$ cat config.mk
export PLATFORM = sky130hd
export DESIGN_NAME = ooo_scoreboard_hazard_unit_flat
export DESIGN_NICKNAME = d
export VERILOG_FILES = /design/src/rtl/rv32i_types_pkg.sv /design/src/rtl/ooo_scoreboard_hazard_unit_if.sv /design/src/rtl/ooo_reg_scoreboard.sv /design/src/rtl/ooo_scoreboard_hazard_unit.sv /design/src/flat_wrapper.sv
export SDC_FILE = /design/constraint.sdc
export NUM_CORES = 1
export LEC_CHECK = 0
export CELL_PAD_IN_SITES_DETAIL_PLACEMENT = 1
export CELL_PAD_IN_SITES_GLOBAL_PLACEMENT = 1
export CORE_MARGIN = 1.5
export CORE_UTILIZATION = 47
export DETAILED_ROUTE_END_ITERATION = 7
export GPL_TIMING_DRIVEN = 0
export HOLD_SLACK_MARGIN = 0.05
export PLACE_DENSITY = 0.81
export SKIP_LAST_GASP = 1
export SYNTH_ARGS = -nofsm -noshare
export SYNTH_HDL_FRONTEND = slang
export SYNTH_HIERARCHICAL = 1
export SYNTH_SLANG_ARGS = --single-unit
$ cat constraint.sdc
create_clock -name CLK -period 5.35 [get_ports CLK]
set_input_delay 1.07 -clock CLK [delete_from_list [all_inputs] [get_ports CLK]]
set_output_delay 1.07 -clock CLK [all_outputs]
set_load 0.01 [all_outputs]
$ cat src/rtl/rv32i_types_pkg.sv
// Shared types for the issue-stage hazard logic: functional-unit indices and hazard FSM states.
// Latency: n/a (types only).
// Backpressure: n/a (types only).
package rv32i_types_pkg;

  // Functional-unit index as carried on issue_fu and fu_done bit positions.
  typedef enum logic [1:0] {
    ALU_S       = 2'd0,
    MUL_S       = 2'd1,
    DIV_S       = 2'd2,
    LOADSTORE_S = 2'd3
  } fu_e;

  // RUN issues normally; DRAIN blocks issue after a serializing op until the machine is quiet.
  typedef enum logic {
    RUN   = 1'b0,
    DRAIN = 1'b1
  } hz_state_e;

endpackage

$ cat src/rtl/ooo_scoreboard_hazard_unit_if.sv
// Issue/writeback/control bundle between the decode pipeline and the scoreboard hazard unit.
// Latency: n/a (wiring only); outputs are combinational from the unit.
// Backpressure: issue_fire/stall_fetch_decode/pc_en carry the unit's backpressure to the front end.
interface ooo_scoreboard_hazard_unit_if #(
  parameter int NUM_REGS = 32,
  parameter int NUM_FU   = 4,
  parameter int NUM_WB   = 2,
  parameter int TAG_W    = 4
);
  localparam int REG_W = $clog2(NUM_REGS);
  localparam int FU_W  = $clog2(NUM_FU);

  // Issue request
  logic                         issue_valid;
  logic [FU_W-1:0]              issue_fu;
  logic [REG_W-1:0]             rs1;
  logic [REG_W-1:0]             rs2;
  logic [REG_W-1:0]             rd;
  logic                         rs1_used;
  logic                         rs2_used;
  logic                         rd_wen;
  logic [TAG_W-1:0]             issue_tag;

  // Pipeline control
  logic                         serialize;
  logic                         rob_full;
  logic                         rob_empty;
  logic                         mispredict;
  logic                         insert_priv_pc;
  logic                         i_mem_busy;

  // Writeback and unit completion
  logic [NUM_WB-1:0]            wb_valid;
  logic [NUM_WB-1:0][REG_W-1:0] wb_rd;
  logic [NUM_WB-1:0][TAG_W-1:0] wb_tag;
  logic [NUM_FU-1:0]            fu_done;

  // Results
  logic                         issue_fire;
  logic                         hazard;
  logic                         stall_fetch_decode;
  logic                         pc_en;
  logic                         fetch_decode_flush;
  logic                         decode_execute_flush;
  logic                         drain_busy;

  modport master (
    output issue_valid, issue_fu, rs1, rs2, rd, rs1_used, rs2_used, rd_wen, issue_tag,
    output serialize, rob_full, rob_empty, mispredict, insert_priv_pc, i_mem_busy,
    output wb_valid, wb_rd, wb_tag, fu_done,
    input  issue_fire, hazard, stall_fetch_decode, pc_en,
    input  fetch_decode_flush, decode_execute_flush, drain_busy
  );

  modport slave (
    input  issue_valid, issue_fu, rs1, rs2, rd, rs1_used, rs2_used, rd_wen, issue_tag,
    input  serialize, rob_full, rob_empty, mispredict, insert_priv_pc, i_mem_busy,
    input  wb_valid, wb_rd, wb_tag, fu_done,
    output issue_fire, hazard, stall_fetch_decode, pc_en,
    output fetch_decode_flush, decode_execute_flush, drain_busy
  );

endinterface

$ cat src/rtl/ooo_reg_scoreboard.sv
// Per-register busy bit plus owning tag; set on issue, cleared by tag-matched writeback or flush.
// Latency: updates visible 1 cycle after the edge; lookups are combinational.
// Backpressure: none; caller gates set_en with its own issue handshake.
module ooo_reg_scoreboard #(
  parameter int NUM_REGS = 32,
  parameter int NUM_WB   = 2,
  parameter int TAG_W    = 4,
  localparam int REG_W   = $clog2(NUM_REGS)
) (
  input  logic                         clk,
  input  logic                         rst,
  input  logic                         set_en,
  input  logic [REG_W-1:0]             set_rd,
  input  logic [TAG_W-1:0]             set_tag,
  input  logic [NUM_WB-1:0]            clr_vld,
  input  logic [NUM_WB-1:0][REG_W-1:0] clr_rd,
  input  logic [NUM_WB-1:0][TAG_W-1:0] clr_tag,
  input  logic                         flush,
  input  logic [REG_W-1:0]             rs1,
  input  logic [REG_W-1:0]             rs2,
  input  logic [REG_W-1:0]             rd,
  output logic                         rs1_busy,
  output logic                         rs2_busy,
  output logic                         rd_busy
);

  logic [NUM_REGS-1:0]            busy;
  logic [NUM_REGS-1:0][TAG_W-1:0] tag;

  // Busy/tag update: reset > flush > (writeback clear, then issue set so the set wins on collision).
  always_ff @(posedge clk) begin
    if (rst) begin
      busy <= '0;
      tag  <= '0;
    end else if (flush) begin
      busy <= '0;
    end else begin
      for (int k = 0; k < NUM_WB; k++) begin
        // Only the current owner may release the register; older producers are stale.
        if (clr_vld[k] && busy[clr_rd[k]] && (tag[clr_rd[k]] == clr_tag[k])) begin
          busy[clr_rd[k]] <= 1'b0;
        end
      end
      // x0 is hardwired zero and never has a pending producer.
      if (set_en && (set_rd != '0)) begin
        busy[set_rd] <= 1'b1;
        tag[set_rd]  <= set_tag;
      end
    end
  end

  assign rs1_busy = busy[rs1];
  assign rs2_busy = busy[rs2];
  assign rd_busy  = busy[rd];

endmodule

$ cat src/rtl/ooo_scoreboard_hazard_unit.sv
// Issue-stage hazard unit: RAW/WAW scoreboard, per-unit occupancy, serialize drain and flush control.
// Latency: hazard/stall/flush outputs combinational; scoreboard and counters update next cycle.
// Backpressure: holds issue (issue_fire=0, stall_fetch_decode=1) on hazard, full ROB or drain.
module ooo_scoreboard_hazard_unit
  import rv32i_types_pkg::*;
#(
  parameter int NUM_REGS = 32,
  parameter int NUM_FU   = 4,
  parameter int FU_DEPTH = 2,
  parameter int NUM_WB   = 2,
  parameter int TAG_W    = 4
) (
  input  logic                 CLK,
  input  logic                 RST,
  ooo_scoreboard_hazard_unit_if.slave io
);

  localparam int FU_W  = $clog2(NUM_FU);
  localparam int CNT_W = $clog2(FU_DEPTH + 1);

  hz_state_e                    state;
  logic                         drain_q;
  logic [NUM_FU-1:0][CNT_W-1:0] fu_count;

  logic rs1_busy, rs2_busy, rd_busy;
  logic data_hazard, struct_hazard, hazard, flush, fire, stall;
  logic serialize_block, counts_zero;

  ooo_reg_scoreboard #(
    .NUM_REGS (NUM_REGS),
    .NUM_WB   (NUM_WB),
    .TAG_W    (TAG_W)
  ) u_sb (
    .clk      (CLK),
    .rst      (RST),
    .set_en   (fire & io.rd_wen),
    .set_rd   (io.rd),
    .set_tag  (io.issue_tag),
    .clr_vld  (io.wb_valid),
    .clr_rd   (io.wb_rd),
    .clr_tag  (io.wb_tag),
    .flush    (flush),
    .rs1      (io.rs1),
    .rs2      (io.rs2),
    .rd       (io.rd),
    .rs1_busy (rs1_busy),
    .rs2_busy (rs2_busy),
    .rd_busy  (rd_busy)
  );

  // Issue decision and front-end control, all combinational from current state and inputs.
  always_comb begin
    flush           = io.mispredict | io.insert_priv_pc;
    data_hazard     = (io.rs1_used & rs1_busy) | (io.rs2_used & rs2_busy) | (io.rd_wen & rd_busy);
    struct_hazard   = (fu_count[io.issue_fu] == CNT_W'(FU_DEPTH));
    hazard          = io.issue_valid & (data_hazard | struct_hazard);
    // A serializing op may only leave decode once everything older has retired.
    serialize_block = io.serialize & ~io.rob_empty;
    fire            = io.issue_valid & ~hazard & ~io.rob_full & ~flush &
                      (state == RUN) & ~serialize_block;
    stall           = io.issue_valid & ~fire & ~flush;
    counts_zero     = (fu_count == '0);
  end

  assign io.issue_fire           = fire;
  assign io.hazard               = hazard;
  assign io.stall_fetch_decode   = stall;
  assign io.pc_en                = ~(io.i_mem_busy | stall);
  assign io.fetch_decode_flush   = flush;
  assign io.decode_execute_flush = flush;
  assign io.drain_busy           = drain_q;

  // Per-unit occupancy: +1 on issue, -1 on completion, net zero when both; completion at 0 ignored.
  always_ff @(posedge CLK) begin
    if (RST || flush) begin
      fu_count <= '0;
    end else begin
      for (int f = 0; f < NUM_FU; f++) begin
        if ((fire && (io.issue_fu == FU_W'(f))) && !(io.fu_done[f] && (fu_count[f] != '0))) begin
          fu_count[f] <= fu_count[f] + 1'b1;
        end else if (!(fire && (io.issue_fu == FU_W'(f))) && io.fu_done[f] && (fu_count[f] != '0)) begin
          fu_count[f] <= fu_count[f] - 1'b1;
        end
      end
    end
  end

  // Drain FSM with registered drain_busy; a flush abandons the drain since the ops are discarded.
  always_ff @(posedge CLK) begin
    if (RST) begin
      state   <= RUN;
      drain_q <= 1'b0;
    end else begin
      case (state)
        RUN: begin
          if (fire && io.serialize) begin
            state   <= DRAIN;
            drain_q <= 1'b1;
          end
        end
        DRAIN: begin
          if (flush || (io.rob_empty && counts_zero)) begin
            state   <= RUN;
            drain_q <= 1'b0;
          end
        end
        default: begin
          state   <= RUN;
          drain_q <= 1'b0;
        end
      endcase
    end
  end

endmodule
$ cat src/flat_wrapper.sv
// flat-port wrapper written by rule: the top's interface ports become plain ports
module ooo_scoreboard_hazard_unit_flat import rv32i_types_pkg::*;
#(
  parameter int NUM_REGS = 32,
  parameter int NUM_FU   = 4,
  parameter int FU_DEPTH = 2,
  parameter int NUM_WB   = 2,
  parameter int TAG_W    = 4
)
  (CLK, RST, io_issue_valid, io_issue_fu, io_rs1, io_rs2, io_rd, io_rs1_used, io_rs2_used, io_rd_wen, io_issue_tag, io_serialize, io_rob_full, io_rob_empty, io_mispredict, io_insert_priv_pc, io_i_mem_busy, io_wb_valid, io_wb_rd, io_wb_tag, io_fu_done, io_issue_fire, io_hazard, io_stall_fetch_decode, io_pc_en, io_fetch_decode_flush, io_decode_execute_flush, io_drain_busy);
  ooo_scoreboard_hazard_unit_if #(.NUM_REGS(NUM_REGS), .NUM_FU(NUM_FU), .NUM_WB(NUM_WB), .TAG_W(TAG_W)) io_i ();
  input  logic CLK;
  input  logic RST;
  input wire logic [$bits(io_i.issue_valid)-1:0] io_issue_valid;
  input wire logic [$bits(io_i.issue_fu)-1:0] io_issue_fu;
  input wire logic [$bits(io_i.rs1)-1:0] io_rs1;
  input wire logic [$bits(io_i.rs2)-1:0] io_rs2;
  input wire logic [$bits(io_i.rd)-1:0] io_rd;
  input wire logic [$bits(io_i.rs1_used)-1:0] io_rs1_used;
  input wire logic [$bits(io_i.rs2_used)-1:0] io_rs2_used;
  input wire logic [$bits(io_i.rd_wen)-1:0] io_rd_wen;
  input wire logic [$bits(io_i.issue_tag)-1:0] io_issue_tag;
  input wire logic [$bits(io_i.serialize)-1:0] io_serialize;
  input wire logic [$bits(io_i.rob_full)-1:0] io_rob_full;
  input wire logic [$bits(io_i.rob_empty)-1:0] io_rob_empty;
  input wire logic [$bits(io_i.mispredict)-1:0] io_mispredict;
  input wire logic [$bits(io_i.insert_priv_pc)-1:0] io_insert_priv_pc;
  input wire logic [$bits(io_i.i_mem_busy)-1:0] io_i_mem_busy;
  input wire logic [$bits(io_i.wb_valid)-1:0] io_wb_valid;
  input wire logic [$bits(io_i.wb_rd)-1:0] io_wb_rd;
  input wire logic [$bits(io_i.wb_tag)-1:0] io_wb_tag;
  input wire logic [$bits(io_i.fu_done)-1:0] io_fu_done;
  output wire logic [$bits(io_i.issue_fire)-1:0] io_issue_fire;
  output wire logic [$bits(io_i.hazard)-1:0] io_hazard;
  output wire logic [$bits(io_i.stall_fetch_decode)-1:0] io_stall_fetch_decode;
  output wire logic [$bits(io_i.pc_en)-1:0] io_pc_en;
  output wire logic [$bits(io_i.fetch_decode_flush)-1:0] io_fetch_decode_flush;
  output wire logic [$bits(io_i.decode_execute_flush)-1:0] io_decode_execute_flush;
  output wire logic [$bits(io_i.drain_busy)-1:0] io_drain_busy;
  assign io_i.issue_valid = io_issue_valid;
  assign io_i.issue_fu = io_issue_fu;
  assign io_i.rs1 = io_rs1;
  assign io_i.rs2 = io_rs2;
  assign io_i.rd = io_rd;
  assign io_i.rs1_used = io_rs1_used;
  assign io_i.rs2_used = io_rs2_used;
  assign io_i.rd_wen = io_rd_wen;
  assign io_i.issue_tag = io_issue_tag;
  assign io_i.serialize = io_serialize;
  assign io_i.rob_full = io_rob_full;
  assign io_i.rob_empty = io_rob_empty;
  assign io_i.mispredict = io_mispredict;
  assign io_i.insert_priv_pc = io_insert_priv_pc;
  assign io_i.i_mem_busy = io_i_mem_busy;
  assign io_i.wb_valid = io_wb_valid;
  assign io_i.wb_rd = io_wb_rd;
  assign io_i.wb_tag = io_wb_tag;
  assign io_i.fu_done = io_fu_done;
  assign io_issue_fire = io_i.issue_fire;
  assign io_hazard = io_i.hazard;
  assign io_stall_fetch_decode = io_i.stall_fetch_decode;
  assign io_pc_en = io_i.pc_en;
  assign io_fetch_decode_flush = io_i.fetch_decode_flush;
  assign io_decode_execute_flush = io_i.decode_execute_flush;
  assign io_drain_busy = io_i.drain_busy;
  ooo_scoreboard_hazard_unit #(.NUM_REGS(NUM_REGS), .NUM_FU(NUM_FU), .FU_DEPTH(FU_DEPTH), .NUM_WB(NUM_WB), .TAG_W(TAG_W)) u_core (.CLK(CLK), .RST(RST), .io(io_i));
endmodule
---- Yosys cells after proc, flatten, opt, wreduce, memory -nomap -nowiden ----
Cells that the tools add are included.
Widths: inputs -> output; s select.
storage, ports and cells
  register bits ........................... 170
  bits of input ports ..................... 57
  logic and storage cells ................. 195
operators by class
  eq/ne operators ......................... 8
  mux-type cells .......................... 46
  bitwise operators ....................... 31
  reductions and logical operators ........ 54
  magnitude comparators ................... 9
  add/subtract/negate cells ............... 8
operators with widths
  cell                 count
  $mux 32              7
  $bwmux 128           1
  $and 32x32->32       2
  $not 32->32          2
  $bmux 4 s5           2
  $or 32x32->32        1
  $logic_and 1x1->1    30
  $lt 5x6->1 const B   5
  $bmux 1 s5           5
  $demux 4 s5          1
  $mux 2               9
  $reduce_bool 2->1    8
  $demux 1 s5          3
  $ge 5x1->1 const B   3
  $and 1x1->1          13
  $mux 1               12
  $mux 4               3
  $add 2x1->2 const B  4
  $eq 4x4->1           2
  $logic_not 1->1      8
  $logic_not 8->1      1
  $not 1->1            8
  $sub 2x1->2 const B  4
  $eq 2x2->1 const B   3
  11 further kinds     19

---- Longest topological paths before layout ----
  depth after elaboration ................. 19
  mapped depth ............................ 14
  mapped depth without buffers ............ 13

---- By module ----
The synthesis kept the hierarchy.
by module, submodules not included
  module                      sequential area each (um^2)  cells each  times used  area an instance (um^2)
  ooo_reg_scoreboard          3203.1                       1215        1           10385.0
  ooo_scoreboard_hazard_unit  200.2                        86          1           760.7

---- Worst setup path before layout ----
Ideal clock, no wire load.
  path type ............................... input to register
  start point ............................. in io_rs1[0]
  end point ............................... reg u_core/u_sb/tag[4] in the netlist's numbering
  arrival time ............................ 5.112 ns
  slack ................................... 0.110 ns
  stages .................................. 14
  setup time .............................. 0.128 ns
  path buffers ............................ 1
  path through ............................ clkbuf_1 mux4_2 mux4_2 mux2_2 a22oi_1 nand2_1 nor3_1 and2_1 nand2b_1 nor3_1 o21ai_0 nor2_1 mux2i_1 nor2_1
on the way
  cells in the longest elaborated chain, start to end .. 16
RTL lines
  item                               line                              text
  start, declared                    flat_wrapper.sv:16                input wire logic [$bits(io_i.rs1)-1:0] io_rs1;
  $bmux 1 s5                         ooo_reg_scoreboard.sv:52          assign rs1_busy = busy[rs1];
  $mux 1 (not written as such)       ooo_reg_scoreboard.sv:52
  net u_core.rs1_busy                ooo_scoreboard_hazard_unit.sv:25  logic rs1_busy, rs2_busy, rd_busy;
  $and 1x1->1                        ooo_scoreboard_hazard_unit.sv:54  data_hazard = (io.rs1_used & rs1_busy) | (io.rs2_used & rs2_busy) | (io.rd_wen & rd_busy);
  $or 1x1->1 (2 in a row)            ooo_scoreboard_hazard_unit.sv:54
  $or 1x1->1                         ooo_scoreboard_hazard_unit.sv:56  hazard = io.issue_valid & (data_hazard | struct_hazard);
  $and 1x1->1                        ooo_scoreboard_hazard_unit.sv:56
  $not 1->1                          ooo_scoreboard_hazard_unit.sv:59  fire = io.issue_valid & ~hazard & ~io.rob_full & ~flush &
  $and 1x1->1 (4 in a row)           ooo_scoreboard_hazard_unit.sv:59
  $and 1x1->1                        ooo_scoreboard_hazard_unit.sv:60  (state == RUN) & ~serialize_block;
  net io_issue_fire                  flat_wrapper.sv:33                output wire logic [$bits(io_i.issue_fire)-1:0] io_issue_fire;
  $and 1x1->1                        ooo_scoreboard_hazard_unit.sv:36  .set_en (fire & io.rd_wen),
  $logic_and 1x1->1                  ooo_reg_scoreboard.sv:45          if (set_en && (set_rd != '0)) begin
  $reduce_and 2->1 (no source line)  -
  end signal, assigned by index      ooo_reg_scoreboard.sv:47          tag[set_rd] <= set_tag;
  end, declared                      ooo_reg_scoreboard.sv:28          logic [NUM_REGS-1:0][TAG_W-1:0] tag;
The timed path passes the listed nets, and every way through them passes these cells. The select of a mux whose other input is x is not followed.
A chain may end at the register's enable or synchronous reset.

---- Final worst setup path ----
  start point ............................. in io_rd[1]
  end point ............................... out io_pc_en
on the way
  cells in the longest elaborated chain, start to end .. 17
RTL lines
  item                          line                              text
  start, declared               flat_wrapper.sv:18                input wire logic [$bits(io_i.rd)-1:0] io_rd;
  $bmux 1 s5                    ooo_reg_scoreboard.sv:54          assign rd_busy = busy[rd];
  $mux 1 (not written as such)  ooo_reg_scoreboard.sv:54
  net u_core.rd_busy            ooo_scoreboard_hazard_unit.sv:25
  $and 1x1->1                   ooo_scoreboard_hazard_unit.sv:54
  $or 1x1->1                    ooo_scoreboard_hazard_unit.sv:54
  $or 1x1->1                    ooo_scoreboard_hazard_unit.sv:56
  $and 1x1->1                   ooo_scoreboard_hazard_unit.sv:56
  $not 1->1                     ooo_scoreboard_hazard_unit.sv:59
  $and 1x1->1 (4 in a row)      ooo_scoreboard_hazard_unit.sv:59
  $and 1x1->1                   ooo_scoreboard_hazard_unit.sv:60
  $not 1->1                     ooo_scoreboard_hazard_unit.sv:61  stall = io.issue_valid & ~fire & ~flush;
  $and 1x1->1 (2 in a row)      ooo_scoreboard_hazard_unit.sv:61
  $or 1x1->1                    ooo_scoreboard_hazard_unit.sv:68  assign io.pc_en = ~(io.i_mem_busy | stall);
  $not 1->1                     ooo_scoreboard_hazard_unit.sv:68
  end, declared                 flat_wrapper.sv:36                output wire logic [$bits(io_i.pc_en)-1:0] io_pc_en;
The timed path passes the listed nets, and every way through them passes these cells. The select of a mux whose other input is x is not followed.

==> reports/qor.txt <==
DP HPWL: 39,090 microns
Via-to-Cell Ratio: 6.843
DRC Markers: 0
Synth unique cells: 68
Core area: 23,400 sq um
CP Cell Sequence: clkdlybuf4s50_1, buf_4, mux4_2, mux4_2, mux2_2, nand2_1, nand2_1, nor3_4, nor2_1, nor2_1, clkdlybuf4s50_1
CP Data Required Time: 4.28 ns
Hold Violations, Final: 0
IO Count: 64
Leakage: 4.280 nW
Pwr dens: 225.0 nW/um^2
Worst stage delay on the critical path: 0.54 ns
First-pass GRT wire length: 76,850 microns
Finish-stage setup viols: 0
H-tree Lvls: 4
Cell count after synthesis: 1,301
Post-Synth XOR/XNOR Area: 0.008644
Least-Margin Pin Slew: 1.245 ns
Mapped Area: 11,150 sq um
Syn_nets: 1,358
Largest net degree at the start of global routing: 19
Port Buffers: 57
TNS Setup: 0 ns
Drt wl/cell: 30.49 microns
Final net count: 1,437
FF+latch count, synth: 170
Post-synthesis mux area share: 0.2461
Tcrit/Tclk final: 0.9672
Post-Synthesis Mean Instance Area: 8.567 sq um
Clock tree sinks: 170
Pre-antenna DRT Iters: 5
Antenna violations before repair: 1
Share of cells above drive strength 1: 0.1185
Rows: 56
FMAX: 193.3 MHz
Rel. slew slack: 0.1623
Simple-Gate Fraction of Synth Area: 0.2478
Crit Path Category: input pin to output pin
Main combinational cell family by area after synthesis: simple AND/OR/NAND/NOR gates
CTS tree: yes
DR iter-0 viols: 1,193
Initial Util: 0.4763
Post-synthesis async set-or-reset flop share: 0
Setup crit end kind: output pin
Delay-heaviest family, CP: buffers and inverters
Final critical-path required period: 5.174 ns
Number of synthesized flops with an enable pin: 0
Area post-placement: 12,130 sq um
Compound-Gate Fraction of Synth Area: 0.1396
Aggregate global routing overflow: 0
WP data arrival: 4.10 ns
Root Driver: clkbuf_16
Critical-path maximum fanout: 8
Synth-to-layout area growth: 14.81%
Post-Synth Adder-Cell Area: 0
DR vias: 11,710
Ant diodes: 0
Die H: 157.0 microns
Skew final: 0.01763 ns
Primary FF master, synth: dfxtp_1
Crit path buf inv count: 3
Yosys warns: 6
Clock latency on the worst-skew pair: 0.45 ns
Remaining antenna violation count: 0
Vias in the first global route: 11,710
Final Max Slew Viols: 0
Max-cap viol count: 0
Reg-to-reg slack, setup: 0.75 ns
Final wirelength: 52,180 microns
Die Span X: 157.0 microns
Gpl congestion: 1.096
Die area: 24,650 sq um
Final Cell Area: 12,800 sq um
Sequential area share after synthesis: 0.3053
Setup crit start kind: input pin
Slowest library cell on the worst path: clkdlybuf4s50_1
Outcome: complete, no violations
Final Util: 0.5468
Maximum vdd drop: 0.0001428 V
Clock buffer count from CTS: 17
Overall Global Routing Usage: 0.4312
Hold crit path type: flop to flop
Clk slew on worst S/H paths: 0.08 ns
Clock Tree Buf Depth: 2
flip-flops by register name, summed over array words and instances (netlist names):
| signal | flops |
|---|---|
| u_core/u_sb/tag | 128 |
| u_core/u_sb/busy | 32 |
| u_core/fu_count | 8 |
| u_core/io.drain_busy | 1 |
| u_core/state | 1 |
cell usage after synthesis, drive strengths merged (5+ instances only):
cell | count | share of area
a21oi | 119 | 0.053
nor4 | 21 | 0.013
and3 | 14 | 0.0079
nor2b | 23 | 0.013
a22oi | 5 | 0.0034
nand2 | 170 | 0.057
nand4b | 9 | 0.0084
o32ai | 7 | 0.0055
buf | 41 | 0.026
nand3b | 5 | 0.0034
a22o | 22 | 0.017
mux2i | 172 | 0.15
a211oi | 8 | 0.0072
mux4 | 43 | 0.088
xor2 | 10 | 0.0079
o22ai | 54 | 0.030
a31oi | 5 | 0.0028
nor3b | 5 | 0.0034
nor3 | 32 | 0.018
or4b | 6 | 0.0054
o31ai | 5 | 0.0034
nand4 | 9 | 0.0051
nand2b | 11 | 0.0062
or4bb | 8 | 0.0081
inv | 9 | 0.0030
nor2 | 71 | 0.024
o21ai | 7 | 0.0031
clkbuf | 70 | 0.024
and2 | 7 | 0.0039
nand3 | 118 | 0.053
dfxtp | 170 | 0.31
metal layers:
layer  GRT usage  wire [microns]
met1      0.5360           20020
met2      0.6911           23630
met3     0.07985            4828
met4      0.2689            3692
met5           0               0
worst paths after layout:
check | startpoint | endpoint | cells after the start
min reg2reg | u_core/io.drain_busy | u_core/io.drain_busy | 2
max reg2reg | u_core/u_sb/busy[5] | u_core/u_sb/tag[79] | 12
min | u_core/io.drain_busy | u_core/io.drain_busy | 2
max | io_rd[1] | io_pc_en | 11
worst min-delay path, stage by stage (launching register included):
cell	delay, ns
dfxtp_1	0.31
inv_1	0.05
a211oi_1	0.06
kinds of logic after synthesis:
group	count (synthesis)
muxes	219
DFF	170
and+or+nand+nor	532
AOI/OAI and AO/OA	249
xor gates and xnor gates	11
buffers and inverters	120
layout make-up:
cell class,count,area [sq um]
fill,2838,10610
multi-input combinational,1011,7222
sequential,170,3403
timing repair buffer,60,591.8
buffer,111,570.5
clock buffer,17,425.4
tap,319,399.1
clock inverter,14,150.1
inverter,9,33.78
placed cells by master (no fill, tap or decap), types with 11 or more instances in the layout:
cell type / n
mux4_2: 41
dfxtp_1: 170
clkbuf_16: 17
nand3_1: 118
mux2i_1: 172
nand2b_1: 11
nor2b_1: 23
and3_1: 14
nand2_1: 170
clkbuf_1: 63
clkdlybuf4s50_1: 56
a21oi_1: 119
nor3_1: 24
nor2_1: 65
buf_4: 13
buf_2: 20
nor4_1: 18
a22o_1: 22
o22ai_1: 54
report_power, final:
group / leakage, nW / switching, mW / internal [mW] / total, mW
sequential: 1.37 / 0.000431 / 1.26 / 1.26
clock: 0.277 / 0.653 / 0.623 / 1.28
combinational: 2.63 / 0.220 / 0.118 / 0.338
what timing repair did:
item,CTS,global route
gates cloned,0,0
endpoints found under the hold margin,0,0
hold buffers,0,0
resized for setup,14,14
setup endpoints to repair,119,68
pin swaps,2,1
buffers inserted,1,1
per-stage QoR:
step	instances	hold slack (ns)	total power [mW]	setup WS, ns
after floorplan	1301	0.4344	1.479	0.1105
after CTS	1710	0.4692	2.869	0.04844
after global placement	1677	0.4480	1.615	-1.416
after detailed placement	1678	0.4550	1.619	-1.576
final	1711	0.4636	2.879	0.1756
after global routing	1711	0.4860	2.945	-0.003316
No activity file was read; power rests on OpenSTA's default activity.
